<file path="config.mk">
export PLATFORM = sky130hd
export DESIGN_NAME = fetch_stage_flat
export DESIGN_NICKNAME = d
export VERILOG_FILES = /design/src/rtl/fetch_stage_if.sv /design/src/rtl/fetch_stage.sv /design/src/flat_wrapper.sv
export SDC_FILE = /design/constraint.sdc
export NUM_CORES = 1
export LEC_CHECK = 0
export CAP_MARGIN = 20
export CORE_ASPECT_RATIO = 2
export CORE_MARGIN = 3
export CORE_UTILIZATION = 49
export CTS_CLUSTER_SIZE = 16
export DETAILED_ROUTE_END_ITERATION = 8
export PLACE_DENSITY = 0.85
export SETUP_SLACK_MARGIN = 0.4
export SKIP_LAST_GASP = 1
export SYNTH_ARGS = -nofsm -noshare
export SYNTH_HDL_FRONTEND = slang
export SYNTH_SLANG_ARGS = --single-unit
</file>
<file path="constraint.sdc">
create_clock -name clk -period 2.9 [get_ports clk]
set_input_delay 0.435 -clock clk [delete_from_list [all_inputs] [get_ports clk]]
set_output_delay 0.435 -clock clk [all_outputs]
set_load 0.005 [all_outputs]
</file>
<file path="src/rtl/fetch_stage_if.sv">
// rtl/fetch_stage_if.sv - fetch stage bundle: instruction memory port, redirect request, output stream
interface fetch_stage_if;
  logic [31:0] imem_addr;
  logic [31:0] imem_rdata;
  logic        redirect_valid;
  logic [31:0] redirect_pc;
  logic        out_valid;
  logic        out_ready;
  logic [31:0] out_instr;
  logic [31:0] out_pc;
  logic        out_misaligned;
  logic [31:0] fetch_count;

  modport master (
    output imem_addr,
    input  imem_rdata,
    input  redirect_valid,
    input  redirect_pc,
    output out_valid,
    input  out_ready,
    output out_instr,
    output out_pc,
    output out_misaligned,
    output fetch_count
  );

  modport slave (
    input  imem_addr,
    output imem_rdata,
    output redirect_valid,
    output redirect_pc,
    input  out_valid,
    output out_ready,
    input  out_instr,
    input  out_pc,
    input  out_misaligned,
    input  fetch_count
  );
endinterface

</file>
<file path="src/rtl/fetch_stage.sv">
// rtl/fetch_stage.sv - single-entry instruction fetch stage with redirect and misaligned-target trap
module fetch_stage #(
  parameter logic [31:0] RESET_PC  = 32'h00000000,
  parameter logic [31:0] NOP_INSTR = 32'h00000013
) (
  input logic            clk,
  input logic            rst,
  fetch_stage_if.master  bus
);

  typedef enum logic [1:0] {RUN, TRAP_PEND, TRAP} state_t;

  state_t      state_q, state_d;
  logic [31:0] pc_q, pc_d;
  logic        valid_q, valid_d;
  logic [31:0] instr_q, instr_d;
  logic [31:0] opc_q, opc_d;
  logic        mis_q, mis_d;
  logic [31:0] count_q, count_d;
  logic        fire;
  logic        free;

  assign fire = valid_q & bus.out_ready;
  assign free = ~valid_q | fire;

  assign bus.imem_addr      = pc_q;
  assign bus.out_valid      = valid_q;
  assign bus.out_instr      = instr_q;
  assign bus.out_pc         = opc_q;
  assign bus.out_misaligned = mis_q;
  assign bus.fetch_count    = count_q;

  always_ff @(posedge clk) begin
    if (rst) begin
      state_q <= RUN;
      pc_q    <= RESET_PC;
      valid_q <= 1'b0;
      instr_q <= NOP_INSTR;
      opc_q   <= 32'h0;
      mis_q   <= 1'b0;
      count_q <= 32'h0;
    end else begin
      state_q <= state_d;
      pc_q    <= pc_d;
      valid_q <= valid_d;
      instr_q <= instr_d;
      opc_q   <= opc_d;
      mis_q   <= mis_d;
      count_q <= count_d;
    end
  end

  always_comb begin
    state_d = state_q;
    pc_d    = pc_q;
    valid_d = valid_q;
    instr_d = instr_q;
    opc_d   = opc_q;
    mis_d   = mis_q;
    count_d = count_q;

    // A fire retires the entry even when a redirect lands in the same cycle.
    if (fire) begin
      valid_d = 1'b0;
      count_d = count_q + 32'd1;
    end

    if (bus.redirect_valid) begin
      pc_d    = bus.redirect_pc;
      valid_d = 1'b0;
      state_d = (bus.redirect_pc[1:0] == 2'b00) ? RUN : TRAP_PEND;
    end else begin
      case (state_q)
        RUN: begin
          if (free) begin
            instr_d = bus.imem_rdata;
            opc_d   = pc_q;
            mis_d   = 1'b0;
            valid_d = 1'b1;
            pc_d    = pc_q + 32'd4;
          end
        end
        TRAP_PEND: begin
          if (free) begin
            instr_d = NOP_INSTR;
            opc_d   = pc_q;
            mis_d   = 1'b1;
            valid_d = 1'b1;
            state_d = TRAP;
          end
        end
        default: begin
          // TRAP: parked until a redirect; the last entry drains normally.
        end
      endcase
    end
  end

endmodule

</file>
<file path="src/flat_wrapper.sv">
// flat-port wrapper written by rule: the top's interface ports become plain ports
module fetch_stage_flat 
#(
  parameter logic [31:0] RESET_PC  = 32'h00000000,
  parameter logic [31:0] NOP_INSTR = 32'h00000013
)
  (clk, rst, bus_imem_addr, bus_imem_rdata, bus_redirect_valid, bus_redirect_pc, bus_out_valid, bus_out_ready, bus_out_instr, bus_out_pc, bus_out_misaligned, bus_fetch_count);
  fetch_stage_if bus_i ();
  input logic clk;
  input logic rst;
  output wire logic [$bits(bus_i.imem_addr)-1:0] bus_imem_addr;
  input wire logic [$bits(bus_i.imem_rdata)-1:0] bus_imem_rdata;
  input wire logic [$bits(bus_i.redirect_valid)-1:0] bus_redirect_valid;
  input wire logic [$bits(bus_i.redirect_pc)-1:0] bus_redirect_pc;
  output wire logic [$bits(bus_i.out_valid)-1:0] bus_out_valid;
  input wire logic [$bits(bus_i.out_ready)-1:0] bus_out_ready;
  output wire logic [$bits(bus_i.out_instr)-1:0] bus_out_instr;
  output wire logic [$bits(bus_i.out_pc)-1:0] bus_out_pc;
  output wire logic [$bits(bus_i.out_misaligned)-1:0] bus_out_misaligned;
  output wire logic [$bits(bus_i.fetch_count)-1:0] bus_fetch_count;
  assign bus_imem_addr = bus_i.imem_addr;
  assign bus_i.imem_rdata = bus_imem_rdata;
  assign bus_i.redirect_valid = bus_redirect_valid;
  assign bus_i.redirect_pc = bus_redirect_pc;
  assign bus_out_valid = bus_i.out_valid;
  assign bus_i.out_ready = bus_out_ready;
  assign bus_out_instr = bus_i.out_instr;
  assign bus_out_pc = bus_i.out_pc;
  assign bus_out_misaligned = bus_i.out_misaligned;
  assign bus_fetch_count = bus_i.fetch_count;
  fetch_stage #(.RESET_PC(RESET_PC), .NOP_INSTR(NOP_INSTR)) u_core (.clk(clk), .rst(rst), .bus(bus_i));
endmodule
</file>
# After elaboration in Yosys (flattened, before gate mapping)
# Index checks and enable logic that the tools add are counted.
[op_classes]
addsub = 2
n_eq_ne = 3
n_mux = 16
bitwise = 4
n_reduce_logical = 12
[op_table]
columns = ["op", "count"]
rows = [
  ["two-way mux 32 bit", 5],
  ["case mux 32 bit (2 select lines)", 1],
  ["adder 32 x 1 -> 32 bit (second input constant)", 1],
  ["adder 32 x 3 -> 32 bit (second input constant)", 1],
  ["nonzero test 2 bit", 4],
  ["two-way mux 1 bit", 6],
  ["two-way mux 2 bit", 3],
  ["logical NOT 2 bit", 2],
  ["!= test 2 x 1 -> 1 bit (second input constant)", 2],
  ["AND reduction 2 bit", 2],
  ["AND reduction 4 bit", 1],
  ["OR reduction 2 bit", 2],
  ["AND reduction 3 bit", 1],
  ["== test 2 x 1 -> 1 bit (second input constant)", 1],
  ["inverter 1 bit", 2],
  ["case mux 1 bit (2 select lines)", 1],
  ["AND 1 bit", 1],
  ["bitwise OR 1 bit", 1],
]
[totals]
ff_bits = 132
in_bits = 68
output_inout_bits = 130

# Logic depth before layout (Yosys ltp)
# Gate-level depths: netlist of run 1.
[logic_depth]
depth_word = 5
ltp_mapped = 7
mapped_depth_nobuf = 6

# Worst setup path before layout of run 1
# OpenSTA, ideal clock, no wires.
[synth_path]
path_type = "input to register"
from = "input port bus_redirect_valid"
to = "register u_core.instr_q[17] (netlist: u_core.bus.out_instr[17])"
arrival_ps = 1596
slack_ps = 1234
stages = 6
path_buffers = 3
path_cell_list = "clkbuf_1 nor3_1 clkbuf_1 clkbuf_1 nand3b_1 a21oi_1"
[synth_via]
elab_chain_len = 2
[synth_rtl]
columns = ["item", "line_no", "rtl"]
rows = [
  ["from (decl)", "flat_wrapper.sv:13", "input wire logic [$bits(bus_i.redirect_valid)-1:0] bus_redirect_valid;"],
  ["inverter 1 bit (no line)", "n/a", ""],
  ["AND reduction 4 bit (no line)", "n/a", ""],
  ["to (signal assigned)", "fetch_stage.sv:46", "instr_q <= instr_d;"],
  ["to (decl)", "fetch_stage.sv:16", "logic [31:0] instr_q, instr_d;"],
]
# Every way passes these cells.
# A chain may end at the register's enable or synchronous reset.

# Final worst setup path of run 1
[layout_path]
from = "input port bus_out_ready"
to = "register u_core.count_q[25] (netlist: u_core.bus.fetch_count[25])"
[layout_via]
elab_chain_len = 1
[layout_rtl]
columns = ["item", "line_no", "rtl"]
rows = [
  ["from (decl)", "flat_wrapper.sv:16", "input wire logic [$bits(bus_i.out_ready)-1:0] bus_out_ready;"],
  ["AND 1 bit", "fetch_stage.sv:23", "assign fire = valid_q & bus.out_ready;"],
  ["to (signal assigned)", "fetch_stage.sv:49", "count_q <= count_d;"],
  ["to (decl)", "fetch_stage.sv:19", "logic [31:0] count_q, count_d;"],
]
# Every way passes these cells.

==> metrics.txt, run 1 <==
vias in the first global route 5992; Worst-Margin Slew 550 ps; aggregate global routing overflow 0; Filler Cell Count between 800 and 900; Cell Area, Synth 5800 sq um; status finished clean; CTS tree built; syn_area_per_cell ~8.4 sq um; CP peak stage delay slightly above 600 ps; Setup Viol. Count Final 0; Num CTS Buffers 17; Post-synth EDFFs 0; synthesis-stage register bit count about 130; class of the worst hold path primary input to flop; insertion delay to the later sink of the worst-skew pair 410 ps; CP Max Fanout 10; Arr. time, crit path 2380 ps; Worst path slowest cell clkdlybuf4s50_1; FF-to-FF setup slack slightly above 900 ps; Final ANT Viol Nets 0; final instance area approximately 8500 sq um; Resized cells post-CTS 0; number of setup buffers added after CTS 0; die height ~160 microns; Mapped Nets approximately 760; wire per inst approximately 19 microns; Detailed Route Iter0 Violations ~420; # port buffers a little under 200; top_reg_cell synth dfxtp_1; GRT Overall Usage approximately 28%; Cells after Synth ~690; placed inst area 7870 sq um; synth unique cells 41; Setup TNS 0 ps; Hold Fails Final Rpt 0; die area about 13000 sq um; Post-DP HPWL between 10000 and 15000 microns; leak pwr around 2.9 nW; Worst Path Class, Setup primary input to flop; CP required ~3200 ps; sequential area share after synthesis between 40% and 50%; min Tclk post-route about 2100 ps; Area Growth Syn to Fin 46.4%; core area approximately 11000 sq um; power density cells around 560 nW/um^2; most frequent cells in the layout clkdlybuf4s50_1, dfxtp_1, nand2_1, a21oi_1, nor2_1; H-tree lvl count 4; largest net degree at the start of global routing 60; global-route wire length before repair a little over 30000 microns; Multi-input gate area between 2000 and 3000 sq um; Synth Warn # 0; DRT Pass-1 Iters 5; Die X 82.9 microns; Final Net Count 943; Tcrit/Tclk final a little under three quarters; share of cells above drive strength 1 between 7 and 8%; Root Buffer clkbuf_16; Clock Sinks around 130; max_cap viols 0; ant diodes 0; clk_skew 10.5 ps; ys async rst share 0%; commonest non-fill, non-tap cell in the layout clkdlybuf4s50_1; Slew Viols, Final 0; Clock Tree Buf Depth 2; RSZ-0062 raised after global routing false; cts hold-fix bufs 0; row count 55; starting density of the core roughly half; Worst setup EP type flop; Worst setup SP type primary input; VDD IR max 0.498 mV; critical-path cell list clkdlybuf4s50_1, and4_1, nand4_1, buf_4, nor2_1, a311oi_1, a41o_1; Reg clk slew, reported paths about 60 ps; Max Freq about 480 MHz; RD Place Congestion between 0.8 and 0.9; Reg area roughly 2600 sq um; initial antenna violation count 0; remaining routing DRC violations 0; vias post-DR between 5k and 6k; via-per-instance ratio 5.78; # IOs 198; final WL about 19000 microns; Rel. slew slack between 60% and 70%
[final timing paths]
| path | from | to | cells past startpoint |
|---|---|---|---|
| setup / recovery | bus_out_ready | u_core.bus.fetch_count[25] | 7 |
| hold / removal | rst | u_core.bus.out_instr[28] | 2 |
| setup reg to reg | u_core.bus.imem_addr[6] | u_core.bus.imem_addr[16] | 5 |
| hold reg to reg | u_core.bus.out_instr[13] | u_core.bus.out_instr[13] | 2 |
[per-layer routing]
metal	track usage, %	wire length [microns]	vias up
li1	-	-	2782
met1	28.5	6740	2831
met2	51.5	10400	257
met3	6.66	1020	61
met4	15.6	990	0
met5	0	0	-
[flip-flops by register name, indices dropped and copies added (netlist names)]
signal	flops
u_core.bus.fetch_count	32
u_core.bus.out_misaligned	1
u_core.state_q	2
u_core.bus.imem_addr	32
u_core.bus.out_valid	1
u_core.bus.out_instr	32
u_core.bus.out_pc	32
[cell families after synthesis]
| logic type | Yosys count | synth area share [%] |
|---|---|---|
| AOI/OAI and AO/OA | 126 | 12.5 |
| xor gates and xnor gates | 48 | 7.25 |
| adders and majority gates | 2 | 0.432 |
| buffers and inverters | 53 | 3.73 |
| DFF | 132 | 45.6 |
| muxes | 4 | 0.691 |
| and+or+nand+nor | 326 | 29.9 |
[critical path: cells and delay by family]
family | cells | cell delay (ps)
buf+inv | 2 | 860
simple gates | 3 | 750
compound gates | 2 | 340
[cell type report]
cell class	instances	area share, %
inverter	6	0.265
timing repair buffer	210	24.5
tap	142	2.09
sequential	132	31.1
clock buffer	23	5.87
clock inverter	8	1.44
multi-input combinational	506	34.7
[stage by stage]
step	instances	hold slack (ps)	worst slack, ps	power (mW)	utilization, %
after floorplan	691	448	1230	2.22	-
after global placement	996	438	489	2.53	68.9
after detailed placement	996	443	429	2.55	68.9
after CTS	1027	403	861	4.78	74.3
after global routing	1027	420	722	4.90	74.3
final	1027	404	828	4.76	74.3
[synth_stat cells, drive strengths merged, types with 5 or more instances]
cell type	n	area share, %
o22ai	6	0.65
nor3b	10	1.3
a211oi	16	2.2
clkbuf	29	1.9
nor4	12	2.2
o21ai	11	0.95
nand4	24	2.8
xnor2	26	3.9
inv	6	0.39
nand3b	29	3.8
dfxtp	132	46
nand2	123	8.0
nor3	16	1.4
a21oi	81	7.0
and4	12	1.8
nand3	22	2.4
xor2	22	3.3
buf	18	1.5
nor2	54	3.5
and3	7	0.76
a311oi	5	0.76
or3	10	1.1
[power breakdown]
group	internal [mW]	switching, mW	total [mW]
logic	0.300	0.242	0.541
clock network	1.46	0.782	2.24
registers	1.89	0.0850	1.98
total	3.65	1.11	4.76
Note: power is estimated with default switching activity, not from simulation.
==> inputs of run 2 (changes only) <==
--- a/config.mk
+++ b/config.mk
@@ -8,10 +8,10 @@
 export CAP_MARGIN = 20
 export CORE_ASPECT_RATIO = 2
 export CORE_MARGIN = 3
-export CORE_UTILIZATION = 49
+export CORE_UTILIZATION = 46
 export CTS_CLUSTER_SIZE = 16
 export DETAILED_ROUTE_END_ITERATION = 8
-export PLACE_DENSITY = 0.85
+export PLACE_DENSITY = 0.81
 export SETUP_SLACK_MARGIN = 0.4
 export SKIP_LAST_GASP = 1
 export SYNTH_ARGS = -nofsm -noshare
==> constraint.sdc (replaced) <==
create_clock -name clk -period 2.1 [get_ports clk]
set_input_delay 0.315 -clock clk [delete_from_list [all_inputs] [get_ports clk]]
set_output_delay 0.315 -clock clk [all_outputs]
set_load 0.005 [all_outputs]
==> run 2 against run 1 <==
- clock power increased by 37%
- die area increased by 6.2%
- highest routed layer unchanged
- design area increased by 7.3%
- wire length increased by 5.2%
==> metrics.txt, run 2 (synthesis gave the netlist of run 1 again) <==
CP required 2400 ps (-810 ps); Final Non-Filler Cells 1069 (+4.1%); Detailed Route Iter0 Violations 454 (+8.4%); Worst setup SP type flop; Final ANT Viol Nets 0 (unchanged); Worst Path Class, Setup flop to flop; initial antenna violation count 0 (unchanged); H-tree lvl count 4 (unchanged); Tcrit/Tclk final ~81%; Slew Viols, Final 0 (unchanged); largest net degree at the start of global routing 45 (-25%); insertion delay to the later sink of the worst-skew pair 410 ps (about the same); Rel. slew slack 73.7% (+11 points); vias post-DR 6123 (+3.2%); Root Buffer clkbuf_16; RSZ-0062 raised after global routing true; CP Max Fanout 8 (-2); Hold Slack 283 ps (-120 ps); Die X 85.4 microns (+3.0%); Max Freq just under 600 MHz; remaining routing DRC violations 0 (unchanged); wire per inst 18.8 microns (+1.0%); share of cells above drive strength 1 19.2% (+12 points); VDD IR max 0.851 mV (+71%); Worst setup EP type flop; Worst-Margin Slew 393 ps (-158 ps); die area 14100 sq um (+6.2%); min Tclk post-route between 1500 and 2000 ps; CTS tree built; Post-DP HPWL 14100 microns (+2.7%); Num CTS Buffers 17 (unchanged); DRT Pass-1 Iters 7 (+2); max_cap viols 0 (unchanged); Hold Fails Final Rpt 0 (unchanged); Reg clk slew, reported paths 60 ps (about the same); Arr. time, crit path 2000 ps (-380 ps); Layout Utilization 74.3% (about the same); class of the worst hold path primary input to flop; Clock Tree Buf Depth 2 (unchanged); aggregate global routing overflow 0 (unchanged); leak pwr 3.29 nW (+14%); # port buffers 197 (unchanged); Final Net Count 982 (+4.1%); starting density of the core 47.3% (-3.5 points); global-route wire length before repair 30500 microns (+0.68%); vias in the first global route 6076 (+1.4%); placed inst area 8130 sq um (+3.4%); Filler Cell Count 832 (-3.4%); # IOs 198 (unchanged); status finished clean; Setup TNS 0 ps (unchanged); cts hold-fix bufs 0 (unchanged); row count 57 (+3.6%); final instance area 9110 sq um (+7.3%); commonest non-fill, non-tap cell in the layout clkdlybuf4s50_1; power density cells 730 nW/um^2 (+30%); Area Growth Syn to Fin 57.1%; dpl cells 1028 (+3.2%); die height 165 microns (+3.1%); final WL 20100 microns (+5.2%); GRT Overall Usage 27.4% (-0.67 points); core area 12300 sq um (+7.4%); most frequent cells in the layout clkdlybuf4s50_1, nand2_1, a21oi_1, dfxtp_1, nor2_1; RD Place Congestion 0.873 (-0.60%); Clock Sinks 132 (unchanged); Setup Viol. Count Final 0 (unchanged); via-per-instance ratio 5.73 (-0.82%); clk_skew 9.96 ps (-0.568 ps); ant diodes 0 (unchanged)
[run 2: critical path, stage by stage, from the launching register on]
cell and delay, ps:
dfxtp_2 380, nor2_4 220, nand3_4 120, buf_4 180, or3_1 370, a311oi_2 320
[run 2: per-stage QoR]
step | setup WS (ps) | power, mW
2_1_floorplan | 464 | 3.07
3_3_place_gp | -61.8 | 3.55
3_5_place_dp | -101 | 3.58
4_1_cts | 351 | 6.65
5_1_grt | 338 | 6.86
6_report | 405 | 6.65
[run 2: final timing paths]
kind                                              start                         end  slack, ps  cells past startpoint
worst max register to register        u_core.state_q[1]    u_core.bus.imem_addr[12]        410                      5
worst min register to register  u_core.bus.out_instr[7]     u_core.bus.out_instr[7]        450                      2
worst min-delay path                                rst  u_core.bus.fetch_count[23]        280                      2
worst max-delay path                  u_core.state_q[1]    u_core.bus.imem_addr[12]        410                      5
[run 2: repair_timing]
action / 4_1_cts / 5_1_grt
pin swaps: 4 / 6
setup endpoints to repair: 88 / 100
buffers inserted: 5 / 6
gates cloned: 0 / 1
gates resized for setup: 64 / 51
[run 2: cell type report]
| type | count | area, sq um | area share (%) |
|---|---|---|---|
| timing repair buffer | 248 | 2460 | 27.0 |
| multi-input combinational | 507 | 3110 | 34.2 |
| sequential | 132 | 2730 | 29.9 |
| inverter | 6 | 22.5 | 0.247 |
| tap | 147 | 184 | 2.02 |
| clock buffer | 19 | 443 | 4.86 |
| clock inverter | 10 | 159 | 1.74 |
[run 2: where the power goes]
part	switching, mW	total [mW]	internal (mW)	leakage (nW)
Clock	1.07	3.07	1.99	0.291
Sequential	0.110	2.73	2.62	1.10
Combinational	0.375	0.848	0.474	1.90
[run 2: layer usage]
layer	wire length, microns	global-route usage (%)	vias up
li1	-	-	2864
met1	6850	27.7	2910
met2	11100	51.0	281
met3	1280	6.14	68
met4	862	14.6	0
met5	0	0	-
==> inputs of run 3 (changes only) <==
==> constraint.sdc (replaced) <==
create_clock -name clk -period 1.6 [get_ports clk]
set_input_delay 0.24 -clock clk [delete_from_list [all_inputs] [get_ports clk]]
set_output_delay 0.24 -clock clk [all_outputs]
set_load 0.005 [all_outputs]
==> run 3 against run 2 <==
- the flow now finishes with violations (design-rule violations, negative setup slack)
- clock skew rose by 7.0 ps
- sequential power up 30%
- register-to-register slack got worse by 830 ps
- clock power grew 36%
- cell count grew 19%
- via count increased by 45%
- wire length is 100% higher
- critical endpoint is now u_core.bus.fetch_count[20]
- largest power group unchanged
==> metrics.txt, run 3 (synthesis gave the netlist of run 1 again) <==
violated checks design-rule violations, negative setup slack; Final ANT Viol Nets 0 (unchanged); setup ws final -425 ps (-831 ps); Area Growth Syn to Fin 103%; Clock Power Share 43.3% (-2.8 points); Comb power frac 19.7% (+6.9 points); Net Sw Frac 29.0% (+5.5 points); H-tree lvl count 4 (unchanged); aggregate global routing overflow 0 (unchanged); clk_skew 17.0 ps (+7.03 ps); Worst-Margin Slew 701 ps (+308 ps); row count 57 (unchanged); largest net degree at the start of global routing 45 (unchanged); status finished with violations; CP Max Fanout 5 (-3); Final Net Count 1176 (+20%); # port buffers 197 (unchanged); Tcrit/Tclk final 127% (+46 points); Setup Viol. Count Final 63 (+63); most frequent cells in the layout buf_4, buf_6, nand2_1, clkdlybuf4s50_1, dfxtp_2; FF-to-FF setup slack -430 ps (-830 ps); core area 12300 sq um (unchanged); RD Place Congestion 0.851 (-2.5%); vias post-DR 8883 (+45%); Final Non-Filler Cells 1267 (+19%); CTS tree built; commonest non-fill, non-tap cell in the layout buf_4; Clock Sinks 132 (unchanged); die height 165 microns (unchanged); wire per inst 32.0 microns (+70%); Rel. slew slack 53.1% (-21 points); Layout Utilization 96.0% (+22 points); Filler Cell Count 256 (-69%); r2r endpoint u_core.bus.fetch_count[20]; Cell Int Power 6.84 mW (+34%); final instance area 11800 sq um (+29%); Num CTS Buffers 17 (unchanged); placed inst area 8640 sq um (+6.2%); FF-to-FF path depth 7 (+2); power density cells 818 nW/um^2 (+12%); CP required 1910 ps (-490 ps); Hold Path Depth 2 (unchanged); share of cells above drive strength 1 54.8% (+36 points); insertion delay to the later sink of the worst-skew pair 440 ps (+30 ps); max_cap viols 0 (unchanged); cts hold-fix bufs 0 (unchanged); # IOs 198 (unchanged); min Tclk post-route 2030 ps (+331 ps); part of the power in registers 37.0% (-4.1 points); Max Freq 494 MHz (-16%); r2r startpoint u_core.bus.fetch_count[0]; hold_sp rst; Worst setup EP type flop; leak pwr 5.54 nW (+68%); Reg clk slew, reported paths 70 ps (about the same); starting density of the core 47.3% (unchanged); final WL 40600 microns (+100%); DRT Pass-1 Iters 9 (+2); via-per-instance ratio 7.01 (+22%); hold endpoint u_core.bus.fetch_count[24]; Slew Viols, Final 0 (unchanged); RSZ-0062 raised after global routing true; Die X 85.4 microns (unchanged); remaining routing DRC violations 3 (+3); Psw 2.79 mW (+79%); Detailed Route Iter0 Violations 1588 (+250%); VDD IR max 1.19 mV (+40%); Root Buffer clkbuf_16; Overall Power 9.63 mW (+45%); class of the worst hold path primary input to flop; Setup TNS -9680 ps (-9680 ps); Arr. time, crit path 2330 ps (+330 ps); Reg area 2830 sq um (+3.7%); global-route wire length before repair 42100 microns (+38%); Hold Fails Final Rpt 0 (unchanged); Multi-input gate area 3850 sq um (+24%); Clock Tree Buf Depth 2 (unchanged); Worst Path Class, Setup flop to flop; GRT Overall Usage 39.3% (+12 points); vias in the first global route 7715 (+27%); Post-DP HPWL 15100 microns (+7.4%); initial antenna violation count 1 (+1); die area 14100 sq um (unchanged); dpl cells 1068 (+3.9%); Worst setup SP type flop
run 3: changes by cell type in the layout (fill, tap and decap cells not counted), sizes merged, moves of 2 or more:
cell           before  now
bufinv              4    2
clkdlybuf4s50     185   66
inv                 6    9
clkbuf             19   36
dlymetal6s2s        8   37
buf                52  322
run 3: stage by stage:
stage / setup slack, ps / hold WS [ps]
after detailed placement: -453 / 445
after floorplan: 116 / 374
after global placement: -354 / 438
after global routing: -535 / 285
after CTS: -26.9 / 258
final: -425 / 298
run 3: routing by layer:
metal,global-route usage [%],wire length (microns),vias up
li1,-,-,3256
met2,69.9,18700,1023
met1,38.2,11500,4082
met4,32.1,5980,0
met5,0,0,-
met3,7.99,4400,522
run 3: critical path, cell delays in order (launching register included):
cell and delay [ps]:
dfxtp_4 380, ha_4 210, nand4_1 270, nor4_4 340, buf_4 190, nand3_4 110, xor2_2 290, nor2_1 100
run 3: layout make-up:
type	count	area share, %
Antenna cell	1	0.0213
Clock buffer	22	4.12
Clock inverter	10	1.01
Inverter	6	0.191
Multi-Input combinational cell	507	32.7
Sequential cell	132	24.0
Tap cell	147	1.56
Timing Repair Buffer	442	36.4
run 3: worst max-delay path by stage:
stage                              start                         end  cells after the start
3_5_place_dp               bus_out_ready  u_core.bus.fetch_count[25]                      7
2_1_floorplan    u_core.bus.imem_addr[4]    u_core.bus.imem_addr[22]                      6
6_report       u_core.bus.fetch_count[0]  u_core.bus.fetch_count[20]                      7
5_1_grt             u_core.bus.out_valid  u_core.bus.fetch_count[29]                      5
4_1_cts        u_core.bus.fetch_count[4]  u_core.bus.fetch_count[29]                      5
3_3_place_gp               bus_out_ready  u_core.bus.fetch_count[31]                      7
run 3: what timing repair did:
| item | in CTS | in global routing |
|---|---|---|
| pin swaps | 79 | 109 |
| setup endpoints to repair | 252 | 224 |
| resized for setup | 525 | 248 |
| cloned | 7 | 3 |
| buffers inserted | 88 | 68 |
run 3: power groups by stage:
stage / combinational (mW) / sequential, mW / clock (mW)
after floorplan: 0.443 / 3.63 / 0
after global placement: 1.12 / 3.60 / 0
after detailed placement: 1.16 / 3.61 / 0
after CTS: 1.43 / 3.53 / 3.99
after global routing: 1.94 / 3.56 / 4.25
final: 1.89 / 3.56 / 4.17
